==> config.mk <==
export PLATFORM = sky130hd
export DESIGN_NAME = timebase_controller
export DESIGN_NICKNAME = d
export VERILOG_FILES = /design/src/rtl/timebase_pkg.sv /design/src/rtl/timebase_controller_tpd_pipeline.sv /design/src/rtl/timebase_controller.sv
export SDC_FILE = /design/constraint.sdc
export NUM_CORES = 1
export LEC_CHECK = 0
export BUFFER_PORTS_ARGS = -buffer_cell sky130_fd_sc_hd__buf_2
export CORE_MARGIN = 2
export CORE_UTILIZATION = 30
export DETAILED_ROUTE_END_ITERATION = 10
export GPL_TIMING_DRIVEN = 0
export REMOVE_ABC_BUFFERS = 1
export SYNTH_ARGS = -nofsm -noshare
export SYNTH_HDL_FRONTEND = slang
export SYNTH_SLANG_ARGS = --single-unit
==> constraint.sdc <==
create_clock -name clock -period 3.2 [get_ports clock]
set_input_delay 0.32 -clock clock [delete_from_list [all_inputs] [get_ports clock]]
set_output_delay 0.32 -clock clock [all_outputs]
set_load 0.1 [all_outputs]
==> src/rtl/timebase_pkg.sv <==
// Shared timebase constants, FSM state encoding and readout helper.
// Reused by display readout and capture controller. Optional macro: TIMEBASE_WRAP_EN.
package timebase_pkg;

    localparam int SAMPLE_PERIOD_BITS_DEF     = 6;
    localparam int TIME_PER_DIVISION_BITS_DEF = 10;
    localparam int MAX_PERIOD_DEF             = 63;
    localparam int DEFAULT_PERIOD_DEF         = 0;
    localparam int TPD_SCALE_DEF              = 10;

    typedef enum logic {
        STABLE  = 1'b0,
        PENDING = 1'b1
    } tb_state_t;

    function automatic int tpd_of(input int period, input int scale);
        return (period + 1) * scale;
    endfunction

endpackage

==> src/rtl/timebase_controller_tpd_pipeline.sv <==
// Two-stage samplePeriod -> timePerDivision multiplier.
// Both stages reset to the default period so the readout has no transient.
module tpd_pipeline
    import timebase_pkg::*;
#(
    parameter int SAMPLE_PERIOD_BITS     = SAMPLE_PERIOD_BITS_DEF,
    parameter int TIME_PER_DIVISION_BITS = TIME_PER_DIVISION_BITS_DEF,
    parameter int DEFAULT_PERIOD         = DEFAULT_PERIOD_DEF,
    parameter int TPD_SCALE              = TPD_SCALE_DEF
) (
    input  logic                              clock,
    input  logic                              reset,
    input  logic [SAMPLE_PERIOD_BITS-1:0]     i_period,
    output logic [TIME_PER_DIVISION_BITS-1:0] o_tpd
);

    localparam int PW = SAMPLE_PERIOD_BITS + 1;
    localparam logic [PW-1:0] PPO_RST = PW'(DEFAULT_PERIOD + 1);
    localparam logic [TIME_PER_DIVISION_BITS-1:0] TPD_RST =
        TIME_PER_DIVISION_BITS'(tpd_of(DEFAULT_PERIOD, TPD_SCALE));

    logic [PW-1:0]                     r_ppo;
    logic [TIME_PER_DIVISION_BITS-1:0] r_tpd;
    logic [31:0]                       w_prod;

    assign w_prod = 32'(r_ppo) * 32'(TPD_SCALE);

    // Stage 0 forms period+1, stage 1 scales it into the readout value.
    always_ff @(posedge clock) begin
        if (reset) begin
            r_ppo <= PPO_RST;
            r_tpd <= TPD_RST;
        end else begin
            r_ppo <= {1'b0, i_period} + PW'(1);
            r_tpd <= w_prod[TIME_PER_DIVISION_BITS-1:0];
        end
    end

    assign o_tpd = r_tpd;

endmodule

==> src/rtl/timebase_controller.sv <==
// Horizontal timebase: request stepping, frame-aligned commit, ADC tick divider.
// Optional macro TIMEBASE_WRAP_EN: request wraps at 0/MAX_PERIOD instead of saturating.
module timebase_controller
    import timebase_pkg::*;
#(
    parameter int SAMPLE_PERIOD_BITS     = SAMPLE_PERIOD_BITS_DEF,
    parameter int TIME_PER_DIVISION_BITS = TIME_PER_DIVISION_BITS_DEF,
    parameter int MAX_PERIOD             = MAX_PERIOD_DEF,
    parameter int DEFAULT_PERIOD         = DEFAULT_PERIOD_DEF,
    parameter int TPD_SCALE              = TPD_SCALE_DEF
) (
    input  logic                              clock,
    input  logic                              reset,
    input  logic                              increment,
    input  logic                              decrement,
    input  logic                              frameStart,
    input  logic                              adcTick,
    output logic [SAMPLE_PERIOD_BITS-1:0]     samplePeriod,
    output logic [SAMPLE_PERIOD_BITS-1:0]     requestedPeriod,
    output logic                              pending,
    output logic                              sampleEnable,
    output logic [TIME_PER_DIVISION_BITS-1:0] timePerDivision
);

    localparam int W = SAMPLE_PERIOD_BITS;
    localparam logic [W-1:0] MAXP = W'(MAX_PERIOD);
    localparam logic [W-1:0] DEFP = W'(DEFAULT_PERIOD);

    logic [W-1:0] r_req;
    logic [W-1:0] r_sample;
    logic [W-1:0] r_cnt;
    tb_state_t    r_state;
    logic         r_pending;
    logic         r_se;

    logic         w_inc;
    logic         w_dec;
    logic         w_commit;
    logic [W-1:0] w_period_next;
    logic [W-1:0] w_req_next;

    assign w_inc         = increment & ~decrement;
    assign w_dec         = decrement & ~increment;
    assign w_commit      = (r_state == PENDING) & frameStart;
    assign w_period_next = w_commit ? r_req : r_sample;

    // Next requested period: single-button steps, limit behaviour at the ends.
    always_comb begin
        w_req_next = r_req;
        if (w_inc) begin
            if (r_req == MAXP) begin
`ifdef TIMEBASE_WRAP_EN
                w_req_next = '0;
`else
                w_req_next = MAXP;
`endif
            end else begin
                w_req_next = r_req + W'(1);
            end
        end else if (w_dec) begin
            if (r_req == '0) begin
`ifdef TIMEBASE_WRAP_EN
                w_req_next = MAXP;
`else
                w_req_next = '0;
`endif
            end else begin
                w_req_next = r_req - W'(1);
            end
        end
    end

    // Register the requested period.
    always_ff @(posedge clock) begin
        if (reset) begin
            r_req <= DEFP;
        end else begin
            r_req <= w_req_next;
        end
    end

    // Commit FSM: only a frame boundary may change the committed period.
    always_ff @(posedge clock) begin
        if (reset) begin
            r_state   <= STABLE;
            r_pending <= 1'b0;
            r_sample  <= DEFP;
        end else begin
            unique case (r_state)
                STABLE: begin
                    if (r_req != r_sample) begin
                        r_state   <= PENDING;
                        r_pending <= 1'b1;
                    end
                end
                PENDING: begin
                    if (frameStart) begin
                        r_sample  <= r_req;
                        r_state   <= STABLE;
                        r_pending <= 1'b0;
                    end else if (r_req == r_sample) begin
                        r_state   <= STABLE;
                        r_pending <= 1'b0;
                    end
                end
            endcase
        end
    end

    // Divide ADC ticks by period+1; the frame's first tick is always sampled.
    always_ff @(posedge clock) begin
        if (reset) begin
            r_cnt <= '0;
            r_se  <= 1'b0;
        end else begin
            r_se <= 1'b0;
            if (adcTick & frameStart) begin
                r_se  <= 1'b1;
                r_cnt <= (w_period_next != '0) ? W'(1) : '0;
            end else if (frameStart) begin
                r_cnt <= '0;
            end else if (adcTick) begin
                if (r_cnt == w_period_next) begin
                    r_se  <= 1'b1;
                    r_cnt <= '0;
                end else begin
                    r_cnt <= r_cnt + W'(1);
                end
            end
        end
    end

    tpd_pipeline #(
        .SAMPLE_PERIOD_BITS     (SAMPLE_PERIOD_BITS),
        .TIME_PER_DIVISION_BITS (TIME_PER_DIVISION_BITS),
        .DEFAULT_PERIOD         (DEFAULT_PERIOD),
        .TPD_SCALE              (TPD_SCALE)
    ) u_tpd (
        .clock    (clock),
        .reset    (reset),
        .i_period (r_sample),
        .o_tpd    (timePerDivision)
    );

    assign samplePeriod    = r_sample;
    assign requestedPeriod = r_req;
    assign pending         = r_pending;
    assign sampleEnable    = r_se;

endmodule

==> results of run 1 <==
==> layer usage <==
layer,share of wire,routed length [µm],GRT usage,up-vias
met5,0,0,0,-
met1,0.48,2290,0.161,855
met3,0.042,199,0.0305,7
li1,-,-,-,954
met2,0.46,2200,0.215,42
met4,0.012,55,0.0380,0
==> registers in the layout, summed over array words and instances, names as in the netlist <==
register and count:
u_tpd.o_tpd 9, u_tpd.r_ppo 7, r_cnt 6, requestedPeriod 6, samplePeriod 6, pending 1, r_state 1, sampleEnable 1
==> cells in the final DEF (no fill, tap or decap), types with 2 or more instances in the layout <==
cell,count
dfxtp_1,37
buf_2,28
nand2_1,25
a21oi_1,21
nor2_1,19
ha_1,16
inv_1,11
xnor2_1,11
o21ai_0,10
nand3_1,10
nor3_1,9
xor2_1,8
nor2b_1,7
a21o_1,6
nand2b_1,6
a221oi_1,5
clkbuf_8,5
and3_1,4
nand4_1,4
or2_2,4
a211oi_1,4
nor4_1,3
mux2i_1,2
nand4b_1,2
a32o_1,2
o31ai_1,2
o21bai_1,2
==> worst paths after layout <==
check / start / end / slack, ps
worst max-delay path: u_tpd.r_ppo[2] / u_tpd.o_tpd[9] / 1220
worst min-delay path: frameStart / sampleEnable / 450
worst max register to register: u_tpd.r_ppo[2] / u_tpd.o_tpd[9] / 1220
worst min register to register: u_tpd.r_ppo[0] / u_tpd.o_tpd[1] / 450
==> where the power goes <==
| group | internal, mW | switching (mW) | total [mW] |
|---|---|---|---|
| clock network | 0.227 | 0.164 | 0.390 |
| registers | 0.495 | 0.0674 | 0.562 |
| logic | 0.143 | 0.362 | 0.505 |
| total | 0.864 | 0.593 | 1.46 |
==> logic make-up (layout without fill, tap and decap cells) <==
group | count (synthesis) | count (layout) | synth area share
compound gates | 59 | 59 | 0.180
xor+xnor | 19 | 19 | 0.0759
fa+ha+maj | 17 | 17 | 0.100
buf+inv | 29 | 46 | 0.0622
flops | 37 | 37 | 0.338
mux | 2 | 2 | 0.00913
other cells | 1 | 1 | 0.00171
simple gates | 100 | 100 | 0.233
==> Yosys cell counts (2+ instances only) <==
cell type,instances,share of area
nand3_1,10,0.023
a21o_1,6,0.021
nor2_1,19,0.033
a211oi_1,4,0.014
a21oi_1,21,0.048
ha_1,16,0.091
xnor2_1,11,0.044
dfxtp_1,37,0.34
buf_4,3,0.010
xor2_1,8,0.032
clkbuf_1,9,0.015
nand4b_1,2,0.0080
inv_1,11,0.019
nand4_1,4,0.011
o31ai_1,2,0.0068
a221oi_1,5,0.020
nand2_1,25,0.043
nor3_1,9,0.021
or2_2,4,0.011
and3_1,4,0.011
a32o_1,2,0.0091
nor4_1,3,0.0086
mux2i_1,2,0.0091
buf_2,4,0.0091
nor2b_1,7,0.020
nand2b_1,6,0.017
o21bai_1,2,0.0068
o21ai_0,10,0.023
==> final cells by class <==
cell class / instances / area, µm² / share of cell area
multi-input cells: 198 / 1320 / 0.534
well taps: 99 / 124 / 0.0502
repair buffers: 28 / 140 / 0.0568
inverters: 11 / 41.3 / 0.0167
flip-flops and latches: 37 / 741 / 0.300
clock buffers: 5 / 68.8 / 0.0279
clock inverters: 2 / 35.0 / 0.0142
==> qor.csv, run 1 <==
stage,metric,value,unit
floorplanning,initial core utilization,0.306,
place,Post-DP HPWL,3.42,mm
routing,DRT Wirelength,4.75,mm
cells_and_area,final core utilization,0.344,
place,post-place setup slack,1210,ps
worst_setup_path,critical path's top delay family,compound AO/OA/AOI/OAI gates,
floorplanning,Die ar.,8010,µm²
sta,fmax,506,MHz
hold_path,Worst Hold Path Cells,2,
sta,clk_skew,3.87,ps
routing,Vias/cell,4.89,
cells_and_area,Area Overhead vs Synth,12.4,%
worst_setup_path,critical path required time,3340,ps
cells_and_area,fraction of layout cells with a size suffix above 1,0.157,
sta,setup tns final,0,ps
clock_tree,htree depth,2,
logic_synthesis,most used flip-flop cell after synthesis,dfxtp_1,
floorplanning,Die Height,89.5,µm
logic_synthesis,register area share after synthesis,0.338,
sta,final worst-path cycle share,0.617,
worst_setup_path,Slowest cell on crit path,ha_1,
place,placed instance area,2360,µm²
status,status,"finished, final reports clean",
global_route,initial antenna violation count,0,
routing,drt pass-1 iters,4,
power,Peak VDD IR,307,µV
sta,Max Slew Vio Count,0,
sta,worst-case headroom to the max-slew limit,0.566,
worst_setup_path,Critical Path Stages,7,
power,"Power, Total",1.46,mW
clock_tree,CTS clock-pin slew for the worst setup and hold paths,70,ps
floorplanning,# IOs,30,
sta,# setup viols final,0,
sta,Worst Tran Pin Value,651,ps
routing,vias,1858,
floorplanning,Rows,31,
clock_tree,CTS buffer count,5,
routing,Iter 0 DRT Violations,64,
power,Leak,1.08,nW
worst_setup_path,crit-path max FO,2,
place,Port Buf Inserts,28,
flow_run,max-cap check violation count,0,
logic_synthesis,asr flop ratio synth,0,
cells_and_area,"final std cell area, no fill",2470,µm²
cells_and_area,Ant. Diodes,0,
logic_synthesis,Synth Register Bits,37,
logic_synthesis,Post-Synthesis Cells,264,
clock_tree,CTS tree,built,
clock_tree,insertion delay to the later sink of the worst-skew pair,280,ps
sta,final setup margin,1220,ps
logic_synthesis,Yosys Warn Count,0,
cells_and_area,Post-Layout Cell Count,380,
routing,DRC Markers,0,
worst_setup_path,CP cell instances,ha_1 > ha_1 > a21o_1 > a21o_1 > a21oi_1 > mux2i_1 > o311ai_0,
worst_setup_path,Worst setup EP type,flip-flop,
cells_and_area,Filler cells,775,
place,dpl cells,373,
clock_tree,CTS max path bufs,2,
clock_tree,clk sink count,37,
logic_synthesis,Mapped Area,2190,µm²
routing,antenna-violating nets left,0,
worst_setup_path,type of element launching the critical path,flip-flop,
clock_tree,Root Buffer,clkbuf_8,
sta,Final Hold Fails,0,
worst_setup_path,r2r worst-path depth,7,
sta,Hold WS,446,ps
sta,RSZ-0062 raised after global routing,no,
worst_setup_path,"Buf+Inv Stages, Crit Path",0,
floorplanning,core footprint,7180,µm²
sta,min Tclk post-route,1980,ps
global_route,GRT overflow,0,
clock_tree,Post-CTS Resized,0,
logic_synthesis,Yosys cell types,46,
global_route,GRT Overall Usage,0.127,
cells_and_area,Final Net Count,304,
worst_setup_path,Crit Path Class,flip-flop to flip-flop,
global_route,pin count of the biggest net entering global routing,37,
hold_path,worst hold path class,primary input to flip-flop,
clock_tree,Hold Buf Count CTS,0,
logic_synthesis,Syn Area/Cell,8.31,µm²
logic_synthesis,Post-synth EDFFs,0,
global_route,first-pass GRT wire length,8.05,mm
floorplanning,DIE WIDTH,89.5,µm
routing,DR WL/cell,12.5,µm
worst_setup_path,critical path's largest stage delay,340,ps
place,Final GP Congestion,0.801,
worst_setup_path,Crit path arrival time,2120,ps
power,pwr/cell area,591,nW/µm²
global_route,vias in the first global route,1773,
clock_tree,Post-CTS Repair Setup Buffers,0,
No activity file was read; power rests on OpenSTA's default activity.
==> inputs of run 2 (changes only) <==
==> constraint.sdc (replaced) <==
create_clock -name clock -period 1.6 [get_ports clock]
set_input_delay 0.16 -clock clock [delete_from_list [all_inputs] [get_ports clock]]
set_output_delay 0.16 -clock clock [all_outputs]
set_load 0.1 [all_outputs]
==> run 2 against run 1 <==
The flow now finishes with violations (setup timing). Worst hold slack lost 150 ps. Maximum frequency grew 14%. Clock skew is 0.83 ps higher. Critical endpoint is now u_tpd.o_tpd[8]. First-iteration DRC count down 6.3%. Sequential share of layout area down 1.9 points. Critical path type unchanged. Worst setup slack worse by 1400 ps. Clock-buffer cell count unchanged.
==> qor.csv, run 2 (synthesized netlist as in run 1, its figures left out) <==
stage,metric,value,unit,change
floorplanning,Die ar.,8010,µm²,unchanged
global_route,initial antenna violation count,0,,unchanged
cells_and_area,max reg flops,9,,unchanged
sta,clk_skew,4.70,ps,+0.828 ps
routing,DRT Wirelength,5.08,mm,+7.0%
sta,setup tns final,-283,ps,-283 ps
floorplanning,core footprint,7180,µm²,unchanged
global_route,GRT Overall Usage,0.128,,+0.000381
sta,worst-case headroom to the max-slew limit,0.547,,-0.0190
sta,Hold WS,292,ps,-154 ps
worst_setup_path,Worst setup EP type,flip-flop,,
routing,DRC Markers,0,,unchanged
routing,drt pass-1 iters,4,,unchanged
cells_and_area,Ant. Diodes,0,,unchanged
status,failing checks,setup timing,,
power,Leak,1.15,nW,+6.4%
cells_and_area,most frequent cells in the layout,"buf_2, nand2_1, dfxtp_1",,
worst_setup_path,critical path required time,1750,ps,-1590 ps
clock_tree,Root Buffer,clkbuf_8,,
worst_setup_path,critical path's largest stage delay,350,ps,about the same
global_route,first-pass GRT wire length,8.07,mm,+0.17%
clock_tree,htree depth,2,,unchanged
sta,final setup margin,-140,ps,-1360 ps
global_route,GRT overflow,0,,unchanged
sta,fmax,575,MHz,+14%
cells_and_area,Post-Layout Cell Count,389,,+2.4%
power,switching share of total power,0.405,,-0.00166
clock_tree,insertion delay to the later sink of the worst-skew pair,280,ps,about the same
place,post-place setup slack,-389,ps,-1600 ps
routing,antenna-violating nets left,0,,unchanged
sta,final worst-path cycle share,1.09,,+0.470
power,Peak VDD IR,647,µV,+110%
sta,Max Slew Vio Count,0,,unchanged
hold_path,worst hold path class,primary input to flip-flop,,
worst_setup_path,CP cell instances,ha_4 > ha_4 > fa_2 > a21o_1 > a21oi_2 > xor2_1 > nor2_1,,
worst_setup_path,crit-path max FO,2,,unchanged
sta,Worst Tran Pin Value,679,ps,+28.6 ps
cells_and_area,fraction of layout cells with a size suffix above 1,0.324,,+0.168
worst_setup_path,Crit path arrival time,1890,ps,-230 ps
status,status,finished with violations,,
power,pwr/cell area,1120,nW/µm²,+89%
cells_and_area,"leading cell type in the layout, fill and taps excluded",buf_2,,
floorplanning,Rows,31,,unchanged
cells_and_area,Area Overhead vs Synth,26.8,%,
floorplanning,Die Height,89.5,µm,unchanged
floorplanning,# IOs,30,,unchanged
sta,min Tclk post-route,1740,ps,-236 ps
worst_setup_path,critical path's most frequent cell,ha_4,,
cells_and_area,final core utilization,0.388,,+0.0439
routing,DR WL/cell,13.0,µm,+4.5%
routing,vias,1928,,+3.8%
clock_tree,CTS buffer count,5,,unchanged
clock_tree,CTS max path bufs,2,,unchanged
cells_and_area,Final Net Count,313,,+3.0%
sta,RSZ-0062 raised after global routing,yes,,
power,Internal Pwr Total,1.85,mW,+110%
clock_tree,CTS clock-pin slew for the worst setup and hold paths,70,ps,about the same
clock_tree,clk sink count,37,,unchanged
clock_tree,CTS tree,built,,
place,Final GP Congestion,0.801,,unchanged
flow_run,max-cap check violation count,0,,unchanged
power,Comb pwr share,0.377,,+0.031
worst_setup_path,Slowest cell on crit path,fa_2,,
floorplanning,DIE WIDTH,89.5,µm,unchanged
sta,# setup viols final,3,,+3
power,Seq pwr share,0.372,,-0.014
worst_setup_path,Crit Path Class,flip-flop to flip-flop,,
routing,Iter 0 DRT Violations,60,,-6.3%
worst_setup_path,type of element launching the critical path,flip-flop,,
global_route,vias in the first global route,1779,,+0.34%
routing,Vias/cell,4.96,,+1.4%
global_route,pin count of the biggest net entering global routing,37,,unchanged
sta,Final Hold Fails,0,,unchanged
cells_and_area,Filler cells,742,,-4.3%
place,dpl cells,373,,unchanged
place,Port Buf Inserts,28,,unchanged
power,clock share of power,0.252,,-0.016
floorplanning,initial core utilization,0.306,,unchanged
power,Net Sw Power,1.26,mW,+110%
place,Post-DP HPWL,3.42,mm,unchanged
==> run 2: changes by cell type in the layout (fill, tap and decap cells not counted), moves of 4 or more <==
cell | previous run | this run
ha_1 | 16 | 9
a21oi_1 | 21 | 17
ha_4 | 0 | 5
a21oi_2 | 0 | 4
dfxtp_2 | 0 | 6
dfxtp_4 | 0 | 9
dfxtp_1 | 37 | 22
buf_4 | 0 | 8
==> run 2: per-stage QoR <==
stage / instance area [µm²] / power (mW)
floorplan: 2100 / 1.95
global placement: 2360 / 2.14
detailed placement: 2360 / 2.15
CTS: 2580 / 2.97
global route: 2780 / 3.28
finish: 2780 / 3.11
==> run 2: what timing repair did <==
item,in CTS,in global routing
pin swaps,6,9
gates resized for setup,26,34
setup buffers,3,6
hold buffers,0,0
endpoints found under the setup margin,16,15
==> run 2: critical path, delay by kind of cell, from the launching register on <==
kind            cells  cell delay (ps)
compound gates      2              320
simple gates        1               50
fa+ha+maj           3              750
flops               1              340
xor+xnor            1              140
==> run 2: per-layer routing <==
layer,up-vias,part of all wire,global-route usage
met1,904,0.47,0.162
met3,7,0.042,0.0305
li1,975,-,-
met4,0,0.013,0.0380
met2,42,0.48,0.215
met5,-,0,0
==> run 2: path summary, 6_finish.rpt <==
| path | from | to | slack, ps | cells after the start |
|---|---|---|---|---|
| worst max-delay path | u_tpd.r_ppo[3] | u_tpd.o_tpd[8] | -140 | 7 |
| worst min-delay path | adcTick | sampleEnable | 290 | 2 |
| worst max register to register | u_tpd.r_ppo[3] | u_tpd.o_tpd[8] | -140 | 7 |
| worst min register to register | u_tpd.r_ppo[0] | u_tpd.o_tpd[1] | 450 | 1 |
==> run 2: final cells by class <==
cell class / instances / area, µm² / area share
Multi-Input combinational cell: 198 / 1510 / 0.543
Tap cell: 99 / 124 / 0.0445
Clock inverter: 2 / 35.0 / 0.0126
Clock buffer: 5 / 68.8 / 0.0247
Timing Repair Buffer: 37 / 220 / 0.0792
Inverter: 11 / 41.3 / 0.0148
Sequential cell: 37 / 782 / 0.281
==> run 2: power groups by stage <==
stage          clock [mW]  combinational [mW]  sequential [mW]
2_1_floorplan           0               0.478             1.47
3_3_place_gp            0                1.00             1.14
3_5_place_dp            0                1.01             1.14
4_1_cts             0.803                1.04             1.13
5_1_grt             0.852                1.25             1.17
6_report            0.784                1.17             1.16
